## config.mk

```make
export PLATFORM = sky130hd
export DESIGN_NAME = tone_cmd_sequencer
export DESIGN_NICKNAME = d
export VERILOG_FILES = /design/src/rtl/tone_pkg.sv /design/src/rtl/tone_duration_timer.sv /design/src/rtl/tone_cmd_sequencer.sv
export SDC_FILE = /design/constraint.sdc
export NUM_CORES = 1
export LEC_CHECK = 0
export CORE_MARGIN = 3
export CORE_UTILIZATION = 50
export CTS_CLUSTER_DIAMETER = 60
export DETAILED_ROUTE_END_ITERATION = 10
export PLACE_DENSITY = 0.81
export SYNTH_ARGS = -nofsm -noshare
export SYNTH_HDL_FRONTEND = slang
export SYNTH_SLANG_ARGS = --single-unit
```

## constraint.sdc

```tcl
create_clock -name clk -period 3.7 [get_ports clk]
set_clock_uncertainty 0.05 [all_clocks]
set_input_delay 0.555 -clock clk [delete_from_list [all_inputs] [get_ports clk]]
set_output_delay 0.555 -clock clk [all_outputs]
set_load 0.01 [all_outputs]
```

## src/rtl/tone_pkg.sv

```systemverilog
// rtl/tone_pkg.sv - shared opcodes, FSM encoding and byte-0 field positions for the tone sequencer
package tone_pkg;

    localparam logic [1:0] OP_SET_FREQ = 2'b00;
    localparam logic [1:0] OP_SET_VOL  = 2'b01;
    localparam logic [1:0] OP_NOTE_ON  = 2'b10;
    localparam logic [1:0] OP_NOTE_OFF = 2'b11;

    // byte 0 layout: [7:6] op, [5:4] voice, [3:0] p
    localparam int OP_HI    = 7;
    localparam int OP_LO    = 6;
    localparam int VOICE_HI = 5;
    localparam int VOICE_LO = 4;
    localparam int P_HI     = 3;
    localparam int P_LO     = 0;

    localparam int DUR_W = 8;

    typedef enum logic [1:0] {
        ST_IDLE = 2'd0,
        ST_ARG  = 2'd1,
        ST_EXEC = 2'd2
    } state_t;

    function automatic logic is_two_byte(input logic [1:0] op);
        return (op == OP_SET_FREQ) || (op == OP_NOTE_ON);
    endfunction

endpackage

```

## src/rtl/tone_duration_timer.sv

```systemverilog
// rtl/tone_duration_timer.sv - per-voice note duration counter and gate register
// Ports:
//   clk, rst    clock, asynchronous active-high reset
//   load        NOTE_ON write: counter <= load_value, gate <= 1
//   load_value  duration in ticks (0 = sustain, no auto-off)
//   clear       NOTE_OFF write: counter <= 0, gate <= 0
//   tick        prescaler tick; decrements a nonzero counter
//   gate        1 while the voice is sounding
module tone_duration_timer
    import tone_pkg::*;
(
    input  logic             clk,
    input  logic             rst,
    input  logic             load,
    input  logic [DUR_W-1:0] load_value,
    input  logic             clear,
    input  logic             tick,
    output logic             gate
);

    logic [DUR_W-1:0] count;

    // Command writes take priority over a coincident tick, so a reload is
    // never shortened by the tick that lands on the same edge.
    always_ff @(posedge clk or posedge rst) begin
        if (rst) begin
            count <= '0;
            gate  <= 1'b0;
        end else if (load) begin
            count <= load_value;
            gate  <= 1'b1;
        end else if (clear) begin
            count <= '0;
            gate  <= 1'b0;
        end else if (tick && (count != '0)) begin
            count <= count - DUR_W'(1);
            if (count == DUR_W'(1)) begin
                gate <= 1'b0;
            end
        end
    end

endmodule

```

## src/rtl/tone_cmd_sequencer.sv

```systemverilog
// rtl/tone_cmd_sequencer.sv - byte-serial command decoder and per-voice register bank for the tone generator
// Ports:
//   clk, rst     clock, asynchronous active-high reset
//   cmd_data     command byte, accepted when cmd_valid && cmd_ready
//   cmd_valid    cmd_data valid this cycle
//   cmd_ready    low only during the single EXEC cycle (and while rst is held)
//   voice_freq   packed dividers, voice v at [v*FREQ_W +: FREQ_W]
//   voice_vol    packed volumes,  voice v at [v*VOL_W +: VOL_W]
//   voice_gate   1 = voice sounding
//   cmd_err      one-cycle pulse on a rejected or aborted command
// Build option: TONE_SEQ_TIMEOUT_EN enables the ARG-state inter-byte timeout.
module tone_cmd_sequencer
    import tone_pkg::*;
#(
    parameter int NUM_VOICES = 4,
    parameter int FREQ_W     = 12,
    parameter int VOL_W      = 4,
    parameter int TICK_DIV   = 1000,
    parameter int TIMEOUT    = 255
) (
    input  logic                         clk,
    input  logic                         rst,
    input  logic [7:0]                   cmd_data,
    input  logic                         cmd_valid,
    output logic                         cmd_ready,
    output logic [NUM_VOICES*FREQ_W-1:0] voice_freq,
    output logic [NUM_VOICES*VOL_W-1:0]  voice_vol,
    output logic [NUM_VOICES-1:0]        voice_gate,
    output logic                         cmd_err
);

    localparam int PW = $clog2(TICK_DIV);

    state_t     state;
    state_t     state_next;
    logic [7:0] byte0;
    logic [7:0] byte1;
    logic       accept;
    logic       timeout_hit;

    assign cmd_ready = !rst && (state != ST_EXEC);
    assign accept    = cmd_valid && cmd_ready;

    // Free-running prescaler; commands never disturb its phase.
    logic [PW-1:0] presc;
    logic          tick;

    assign tick = (presc == PW'(TICK_DIV - 1));

    always_ff @(posedge clk or posedge rst) begin
        if (rst) begin
            presc <= '0;
        end else begin
            presc <= tick ? '0 : presc + PW'(1);
        end
    end

`ifdef TONE_SEQ_TIMEOUT_EN
    localparam int TO_W = $clog2(TIMEOUT + 1);
    logic [TO_W-1:0] arg_cnt;

    // Held at zero outside ARG, so it starts from zero on every entry.
    always_ff @(posedge clk or posedge rst) begin
        if (rst) begin
            arg_cnt <= '0;
        end else if (state != ST_ARG) begin
            arg_cnt <= '0;
        end else if (!accept && (arg_cnt != TO_W'(TIMEOUT))) begin
            arg_cnt <= arg_cnt + TO_W'(1);
        end
    end
`else
    wire unused_timeout = (TIMEOUT != 0);
`endif

    always_comb begin
        state_next  = state;
        timeout_hit = 1'b0;
        case (state)
            ST_IDLE: begin
                if (accept) begin
                    state_next = is_two_byte(cmd_data[OP_HI:OP_LO]) ? ST_ARG : ST_EXEC;
                end
            end
            ST_ARG: begin
                if (accept) begin
                    state_next = ST_EXEC;
                end
`ifdef TONE_SEQ_TIMEOUT_EN
                else if (arg_cnt == TO_W'(TIMEOUT)) begin
                    state_next  = ST_IDLE;
                    timeout_hit = 1'b1;
                end
`endif
            end
            ST_EXEC: state_next = ST_IDLE;
            default: state_next = ST_IDLE;
        endcase
    end

    always_ff @(posedge clk or posedge rst) begin
        if (rst) begin
            state <= ST_IDLE;
            byte0 <= '0;
            byte1 <= '0;
        end else begin
            state <= state_next;
            if (accept && (state == ST_IDLE)) begin
                byte0 <= cmd_data;
            end
            if (accept && (state == ST_ARG)) begin
                byte1 <= cmd_data;
            end
        end
    end

    // Decode of the latched command, acted on at the EXEC -> IDLE edge.
    logic [1:0] op;
    logic [1:0] voice;
    logic [3:0] p;
    logic       exec;
    logic       voice_ok;
    logic       all_off;

    assign op       = byte0[OP_HI:OP_LO];
    assign voice    = byte0[VOICE_HI:VOICE_LO];
    assign p        = byte0[P_HI:P_LO];
    assign exec     = (state == ST_EXEC);
    assign voice_ok = (32'(voice) < NUM_VOICES);
    // An all-voice NOTE_OFF ignores the voice field, so it is never rejected.
    assign all_off  = (op == OP_NOTE_OFF) && p[0];
    assign cmd_err  = (exec && !voice_ok && !all_off) || timeout_hit;

    // Zero-extend then take the low bits: widens or truncates as needed.
    logic [FREQ_W+11:0] freq_wide;
    logic [VOL_W+3:0]   vol_wide;

    assign freq_wide = {{FREQ_W{1'b0}}, p, byte1};
    assign vol_wide  = {{VOL_W{1'b0}}, p};

    for (genvar v = 0; v < NUM_VOICES; v++) begin : g_voice
        logic              sel;
        logic              load;
        logic              clear;
        logic [FREQ_W-1:0] freq_q;
        logic [VOL_W-1:0]  vol_q;

        assign sel   = exec && voice_ok && (32'(voice) == v);
        assign load  = sel && (op == OP_NOTE_ON);
        assign clear = exec && (op == OP_NOTE_OFF) && (all_off || sel);

        always_ff @(posedge clk or posedge rst) begin
            if (rst) begin
                freq_q <= '0;
                vol_q  <= '0;
            end else begin
                if (sel && (op == OP_SET_FREQ)) begin
                    freq_q <= freq_wide[FREQ_W-1:0];
                end
                if (sel && (op == OP_SET_VOL)) begin
                    vol_q <= vol_wide[VOL_W-1:0];
                end
            end
        end

        tone_duration_timer u_timer (
            .clk        (clk),
            .rst        (rst),
            .load       (load),
            .load_value (byte1),
            .clear      (clear),
            .tick       (tick),
            .gate       (voice_gate[v])
        );

        assign voice_freq[v*FREQ_W +: FREQ_W] = freq_q;
        assign voice_vol[v*VOL_W +: VOL_W]    = vol_q;
    end

endmodule

```

### Word level (Yosys, flattened, before mapping)

Cells that the tools add are included.

* register bits: 128
* bits of input ports: 11
* output and inout bits: 70
* word-level logic and storage cells: 132

* add/sub/neg operators: 5
* equal/unequal tests: 17
* muxes and demuxes: 33
* reduce and logical (&&, ||, !) cells: 57

Operators with widths (number)
* $mux W8: 12
* $eq A8 B1 Y1 const B: 4
* $reduce_bool A8 Y1: 4
* $sub A8 B1 Y8 const B: 4
* $logic_and A1 B1 Y1: 30
* $reduce_bool A3 Y1: 8
* $mux W1: 16
* $eq A2 B2 Y1 const B: 6
* $add A10 B1 Y10 const B: 1
* $eq A10 B10 Y1 const B: 1
* $mux W10: 1
* $reduce_and A2 Y1: 5
* $logic_not A2 Y1: 4
* $eq A2 B1 Y1 const B: 3
* $mux W2: 3
* $ne A2 B2 Y1 const B: 3
* $logic_or A1 B1 Y1: 5
* $pmux W2 S2: 1
* $logic_not A1 Y1: 1

### Longest topological paths before layout

Gate-level depths: netlist of the first run.

* word-level depth: 6
* mapped depth: 8
* mapped depth without buffers: 7

### Cells and area by module

From an unflattened synthesis of the first run, not the netlist that was laid out.

* cells, all modules: 514
* area total of the unflattened synthesis: 6003.3 um2

By module, submodules not included
* tone_cmd_sequencer: times used 1, cells an instance 258, area an instance 3741.1 um2, seq. area each 2302.2 um2
* tone_duration_timer: times used 4, cells an instance 64, area an instance 565.5 um2, seq. area each 225.2 um2

### Least setup slack after synthesis of the first run

No wires, ideal clock.

* path kind: reg-to-reg
* from: register presc[0]
* to: register g_voice[3].u_timer.count[4]
* setup time: 119 ps
* data arrival time: 1664 ps
* data required time: 3531 ps
* path slack: 1868 ps
* cell stages (with the launch flop): 8
* buffers on the path: 1
* period minus slack after synthesis: 1832 ps
* cells stage by stage: dfrtp_1 ha_1 and4bb_2 and3_1 a21o_1 buf_6 a21boi_1 o21a_1

* cells in the longest elaborated chain, start to end: 3

RTL lines
* start, declared: line tone_cmd_sequencer.sv:45 `logic [PW-1:0] presc;`
* start signal, assigned: line tone_cmd_sequencer.sv:54 `presc <= tick ? '0 : presc + PW'(1);`
* $eq A10 B10 Y1: line tone_cmd_sequencer.sv:48 `assign tick = (presc == PW'(TICK_DIV - 1));`
* $logic_and A1 B1 Y1: line tone_duration_timer.sv:35 `end else if (tick && (count != '0)) begin`
* $reduce_bool A3 Y1 (no source line)
* end signal, assigned: line tone_duration_timer.sv:30 `count <= load_value;`
* end signal, assigned: line tone_duration_timer.sv:36 `count <= count - DUR_W'(1);`
* end, declared: line tone_duration_timer.sv:21 `logic [DUR_W-1:0] count;`

No other way between the ends.
A chain may end at the register's enable or synchronous reset.

### Worst setup path in the final report of the first run

* from: input port rst
* to: output port cmd_ready

* cells in the longest elaborated chain, start to end: 2

RTL lines
* start, declared: line tone_cmd_sequencer.sv:22 `input logic rst,`
* $logic_not A1 Y1 (no source line)
* $logic_and A1 B1 Y1: line tone_cmd_sequencer.sv:41 `assign cmd_ready = !rst && (state != ST_EXEC);`
* end, declared: line tone_cmd_sequencer.sv:25 `output logic cmd_ready,`

No other way between the ends.

==> results of run 1 <==
area by class of cell:
class                   count  area share [%]
multi-input cells         378            36.4
flip-flops and latches    128            41.8
repair buffers             81            10.8
clock buffers              21            5.88
well taps                 168            2.74
inverters                  16           0.832
clock inverters            10            1.49
through the flow:
| stage | setup slack (ns) | cells | hold slack, ns | area [um2] | utilization [%] |
|---|---|---|---|---|---|
| 2_1_floorplan | 1.51 | 554 | 0.393 | 6250 | - |
| 3_3_place_gp | 1.37 | 771 | 0.413 | 7100 | 58.6 |
| 3_5_place_dp | 1.28 | 771 | 0.435 | 7100 | 58.6 |
| 4_1_cts | 1.34 | 802 | 0.442 | 7670 | 63.3 |
| 5_1_grt | 1.27 | 802 | 0.471 | 7670 | 63.3 |
| 6_report | 1.34 | 802 | 0.439 | 7670 | 63.3 |
synthesized netlist by cell type (3+ instances only):
master	n
a21o_1	6
a21oi_1	40
a22oi_1	5
a2bb2oi_1	3
a31o_2	6
a31oi_1	5
and2_1	5
and3_1	12
buf_2	11
buf_4	7
clkbuf_1	8
dfrtp_1	128
ha_1	13
inv_1	16
mux2_1	4
mux2_2	76
nand2_1	32
nand2b_1	3
nand3_1	21
nand4_1	7
nor2_1	42
nor2_2	3
nor2b_1	3
nor3_1	13
o211a_1	4
o211ai_1	3
o21a_1	3
o21ai_0	11
o31ai_1	7
xnor2_1	4
xor2_1	3
report_power, final:
part	switching, W	leakage [nW]	internal, W
Clock	0.000599	0.265	0.00100
Combinational	0.000928	1.56	0.00113
Sequential	0.000544	1.67	0.00189
registers in the layout, summed over array words and instances, names as in the netlist:
register,cells
g_voice.u_timer.gate,4
state,2
byte0,8
g_voice.vol_q,16
presc,10
g_voice.u_timer.count,32
byte1,8
g_voice.freq_q,48
worst max-delay path by stage:
stage / depth (start not counted) / endpoint / slack (ns)
3_3_place_gp: 3 / cmd_ready / 1.37
3_5_place_dp: 5 / byte0[3] / 1.28
2_1_floorplan: 1 / byte0[0] / 1.51
5_1_grt: 3 / cmd_ready / 1.27
4_1_cts: 3 / cmd_ready / 1.34
6_report: 3 / cmd_ready / 1.34
placed cells by master, fill, tap and decap left out, types with 3 or more instances in the layout:
cell,synthesis,final
dfrtp_1,128,128
clkdlybuf4s50_1,0,79
mux2_2,76,76
nor2_1,42,42
a21oi_1,40,40
nand2_1,32,32
nand3_1,21,21
clkbuf_16,0,17
inv_1,16,15
nor3_1,13,13
ha_1,13,13
and3_1,12,12
o21ai_0,11,11
nand4_1,7,7
o31ai_1,7,7
a31o_2,6,6
a21o_1,6,6
and2_1,5,5
a22oi_1,5,5
a31oi_1,5,5
clkinvlp_4,0,5
mux2_1,4,4
o211a_1,4,4
xnor2_1,4,4
nor2b_1,3,3
nor2_2,3,3
nand2b_1,3,3
o21a_1,3,3
xor2_1,3,3
a2bb2oi_1,3,3
o211ai_1,3,3
clkbuf_1,8,3
clkinv_2,0,3
layer usage:
layer / wire length [um] / global-route usage [%] / up-vias
li1: - / - / 2126
met3: 1250 / 8.17 / 21
met1: 6250 / 27.6 / 2377
met4: 229 / 7.91 / 0
met2: 7820 / 38.6 / 149
met5: 0 / 0 / -
cell families after synthesis:
| family | count (synthesis) | synth area share, % |
|---|---|---|
| DFF | 128 | 51.3 |
| muxes | 80 | 14.4 |
| adders and majority gates | 13 | 2.61 |
| xor gates and xnor gates | 7 | 0.982 |
| buffers and inverters | 48 | 3.95 |
| and+or+nand+nor | 166 | 14.7 |
| AOI/OAI and AO/OA | 111 | 11.9 |
| other | 1 | 0.0601 |
==> impl_metrics.toml, run 1 <==
[cts]
h-tree-depth = 4
cts_tree = "done"
cts_resized = 0
cts.path.max_buffers = 2
clkSlewWorstSetupHoldPaths_ns = 0.05
cts_buffers = 17
cts_root_buf = "clkbuf_16"
hold_buffers = 0
postCtsSetupBuffers = 0
clock_latency_ns = 0.42
cts.sinks = 128

[logic_synthesis]
yosysWarnings = 0
synth_top_cell_by_area = "dfrtp_1"
async_reset_ff_share_pct = 100
synthCells = 554
avgSynthCellArea_um2 = 11.3
synth_edf_count = 0
synth_nets = 578
ys_seq_area_share_pct = 51.3
ys_ff_latch = 128
synth_area_leaders = "dfrtp_1, mux2_2, a21oi_1, ha_1, nor2_1"
syn_area_um2 = 6240
synth_ff_type = "dfrtp_1"
ys_types = 68
netlist.area_leader.share_pct = 51.3

[job]
cap_violations = 0

[worst_hold_path]
whs_path_depth = 1
hold_path.class = "reg -> reg"
hold_end = "presc[0]"
holdCritStartpoint = "presc[0]"

[final_layout]
areaGrowthSynthToFinish_pct = 22.8
drive_above_1_share_pct = 20.8
multi_input_area_um2 = 2790
diodes = 0
layout.nets = 646
final.fill_count = 939
ff_latch_area_um2 = 3200

[floorplan]
die_y_um = 118
dieArea_um2 = 13900
coreArea_um2 = 12100
std_cell_rows = 40
start_util_pct = 51.5
die_w_um = 118
ios = 81

[sta]
maxSlewViolCount = 0
setup_viol = 0
rsz0062_at_grt = "no"
tns_ns = 0
worstMarginPinSlew_ns = 0.924
min_period_ns = 2.36
timing.fmax_ghz = 0.424
finalHoldViolations = 0
slew-limit-headroom_pct = 38.3
timing.final.crit_share_pct = 63.7

[route]
ant_nets = 0
via_count = 4673
first_iter_violations = 363
wire_per_inst_um = 19.4
vias_per_cell = 5.83
wl_mm = 15.5
drt_first_pass_iters = 6
drc_errors = 0

[setup_path]
worst-path-buf-inv = 2
r2r-start = "byte0[6]"
critical_path.top_delay_family = "buffers and inverters"
crit_top_cell = "clkdlybuf4s50_1"
max_stage_delay_ns = 0.55
cp_max_fo = 3
startpoint_type = "input pin"
worst_path_max_delay_cell = "clkdlybuf4s50_1"
reg2reg_depth = 3
r2r-end = "g_voice[0].freq_q[11]"
ff2ff_setup_slack_ns = 1.40
crit_start = "rst"
worstSetupPathType = "in -> out"
worstPathArrival_ns = 1.75
crit_path_end_kind = "output port"
path_cells = "clkdlybuf4s50_1 > a21oi_1 > clkdlybuf4s50_1"
critical_path_required_ns = 3.09

[power_and_ir_drop]
vdd_ir_drop_max_uv = 550
p_leak_nw = 3.50
pwr_density_cell_nw_per_um2 = 795
finalPower_w = 0.00609

[global_routing]
grt_pass1_vias = 4905
grt_max_degree = 49
gr-total-overflow = 0
grt_pass1_wl_mm = 25.4
antenna_found_initial = 0
grtUsageTotal_pct = 23.0

[outcome]
status = "finished clean"

[placed_design]
gp_congestion = 0.857
io_buffers = 79
hpwl_mm = 10.8
No activity file was read; power rests on OpenSTA's default activity.
==> run 2: changes to the inputs <==
Settings changed: CORE_UTILIZATION 50 to 55, PLACE_DENSITY 0.81 to 0.85.
Clock period 3.7 ns to 2.3 ns, I/O delays scaled along.
==> run 2 against run 1 <==
Clock-buffer cell count decreased by 3. First-iteration DRC count decreased by 23%. Wire length increased by 2.9%. Final cell count decreased by 2.6%. Register-to-register slack got worse by 1.2 ns. Critical path type is now reg -> out. Non-clock buffer count increased by 7. Combinational power increased by 63%. Largest power group unchanged. Via count increased by 3.0%. Sequential share of layout area about the same. Critical endpoint unchanged.
==> impl_metrics.toml, run 2 (synthesized netlist as in run 1, its figures left out) <==
[sta]
maxSlewViolCount = 0
slew-limit-headroom_pct = 61.4
min_period_ns = 2.23
timing.fmax_ghz = 0.449
worstMarginPinSlew_ns = 0.578
timing.final.crit_share_pct = 96.8
rsz0062_at_grt = "no"
tns_ns = 0
finalHoldViolations = 0
setup_viol = 0

[power_and_ir_drop]
vdd_ir_drop_max_uv = 886
power.share.sequential_pct = 40.1
p_sw_w = 0.00344
pwr_density_cell_nw_per_um2 = 1280
finalPower_w = 0.00979
p_leak_nw = 3.52
p_clk_share_pct = 25.7
p_int_w = 0.00634
comb_power_share_pct = 34.2
swShare_pct = 35.2

[route]
drc_errors = 0
via_count = 4811
wire_per_inst_um = 20.5
first_iter_violations = 280
vias_per_cell = 6.16
drt_first_pass_iters = 5
wl_mm = 16.0
ant_nets = 0

[final_layout]
regMostFlops = "g_voice.freq_q"
diodes = 0
final_cell_mix = "dfrtp_1, clkdlybuf4s50_1, mux2_2"
final_area_um2 = 7670
drive_above_1_share_pct = 22.0
layout.nets = 653
areaGrowthSynthToFinish_pct = 22.8
final_common_cell = "dfrtp_1"
largest_registers = "g_voice.freq_q x48, g_voice.u_timer.count x32, g_voice.vol_q x16"
largest_register_ffs = 48
finalNonFillerCells = 781

[placed_design]
dpl_cell_area_um2 = 7120
placed_cells = 750
io_buffers = 79
gp_congestion = 0.896
hpwl_mm = 10.7

[setup_path]
worst_path_max_delay_cell = "clkdlybuf4s50_1"
startpoint_type = "flop"
max_stage_delay_ns = 0.57
critical_path.top_delay_family = "buffers and inverters"
r2r-end = "g_voice[0].u_timer.gate"
cp_max_fo = 8
worst-path-buf-inv = 2
worstSetupPathType = "reg -> out"
worstPathArrival_ns = 1.83
r2r-start = "presc[0]"
critical_path_required_ns = 1.90
crit_path_end_kind = "output port"
ff2ff_setup_slack_ns = 0.22
path_cells = "inv_1 > a21oi_1 > clkdlybuf4s50_1"
reg2reg_depth = 6

[floorplan]
dieArea_um2 = 12700
ios = 81
coreArea_um2 = 11000
std_cell_rows = 38
start_util_pct = 56.8
die_y_um = 113
die_w_um = 113

[cts]
cts_tree = "done"
cts.path.max_buffers = 2
h-tree-depth = 4
cts_buffers = 17
postCtsSetupBuffers = 0
clock_latency_ns = 0.43
hold_buffers = 0
cts.sinks = 128
cts_root_buf = "clkbuf_16"
clkSlewWorstSetupHoldPaths_ns = 0.06
cts_resized = 0

[global_routing]
antenna_found_initial = 0
gr-total-overflow = 0
grt_pass1_wl_mm = 26.2
grt_pass1_vias = 5072
grtUsageTotal_pct = 26.4
grt_max_degree = 78

[outcome]
status = "finished clean"

[job]
cap_violations = 0

[worst_hold_path]
hold_path.class = "in -> async"
## run 2: changes by cell type in the layout (fill, tap and decap cells not counted), sizes merged
cell    delta
clkinv     +4
buf        +7
bufinv     -1
clkbuf     -3
## run 2: area by class of cell
type | instances | area, um2
multi-input combinational | 378 | 2790
sequential | 128 | 3200
clock buffer | 18 | 429
clock inverter | 13 | 119
inverter | 16 | 63.8
timing repair buffer | 88 | 883
fill | 720 | 3320
tap | 140 | 175
## run 2: per-stage QoR
stage               hold WS, ns  utilization [%]  setup WS, ns
floorplan                 0.393                -         0.324
global placement          0.409             64.8         0.225
detailed placement        0.433             64.8         0.164
CTS                       0.386             69.8        0.0656
global route              0.414             69.8        0.0135
finish                    0.373             69.8        0.0727
## run 2: routing by layer
metal / vias up / global-route usage [%] / wire length, um
li1: 2138 / - / -
met1: 2395 / 30.6 / 6130
met2: 228 / 44.2 / 7940
met3: 50 / 10.1 / 1470
met4: 0 / 10.7 / 447
met5: - / 0 / 0
## run 2: how the worst max path moves through the flow
stage	start	end	depth (start not counted)
final	state[0]	cmd_ready	3
after CTS	state[0]	cmd_ready	3
after detailed placement	rst	byte0[0]	5
after global placement	rst	byte0[5]	5
after floorplan	rst	byte0[0]	1
after global routing	state[0]	cmd_ready	3
## run 2: power by group through the flow
stage | registers, W | logic [W] | clock network, W
after floorplan | 0.00377 | 0.00184 | 0
after global placement | 0.00384 | 0.00316 | 0
after detailed placement | 0.00392 | 0.00330 | 0
after CTS | 0.00391 | 0.00336 | 0.00252
after global routing | 0.00404 | 0.00364 | 0.00262
final | 0.00393 | 0.00335 | 0.00251
## run 2: worst register-to-register path, stage by stage (launching register included)
cell	delay (ns)
dfrtp_1	0.38
ha_1	0.25
and4bb_2	0.36
nand3_4	0.18
nor2_1	0.33
nand4_1	0.16
a31o_1	0.25
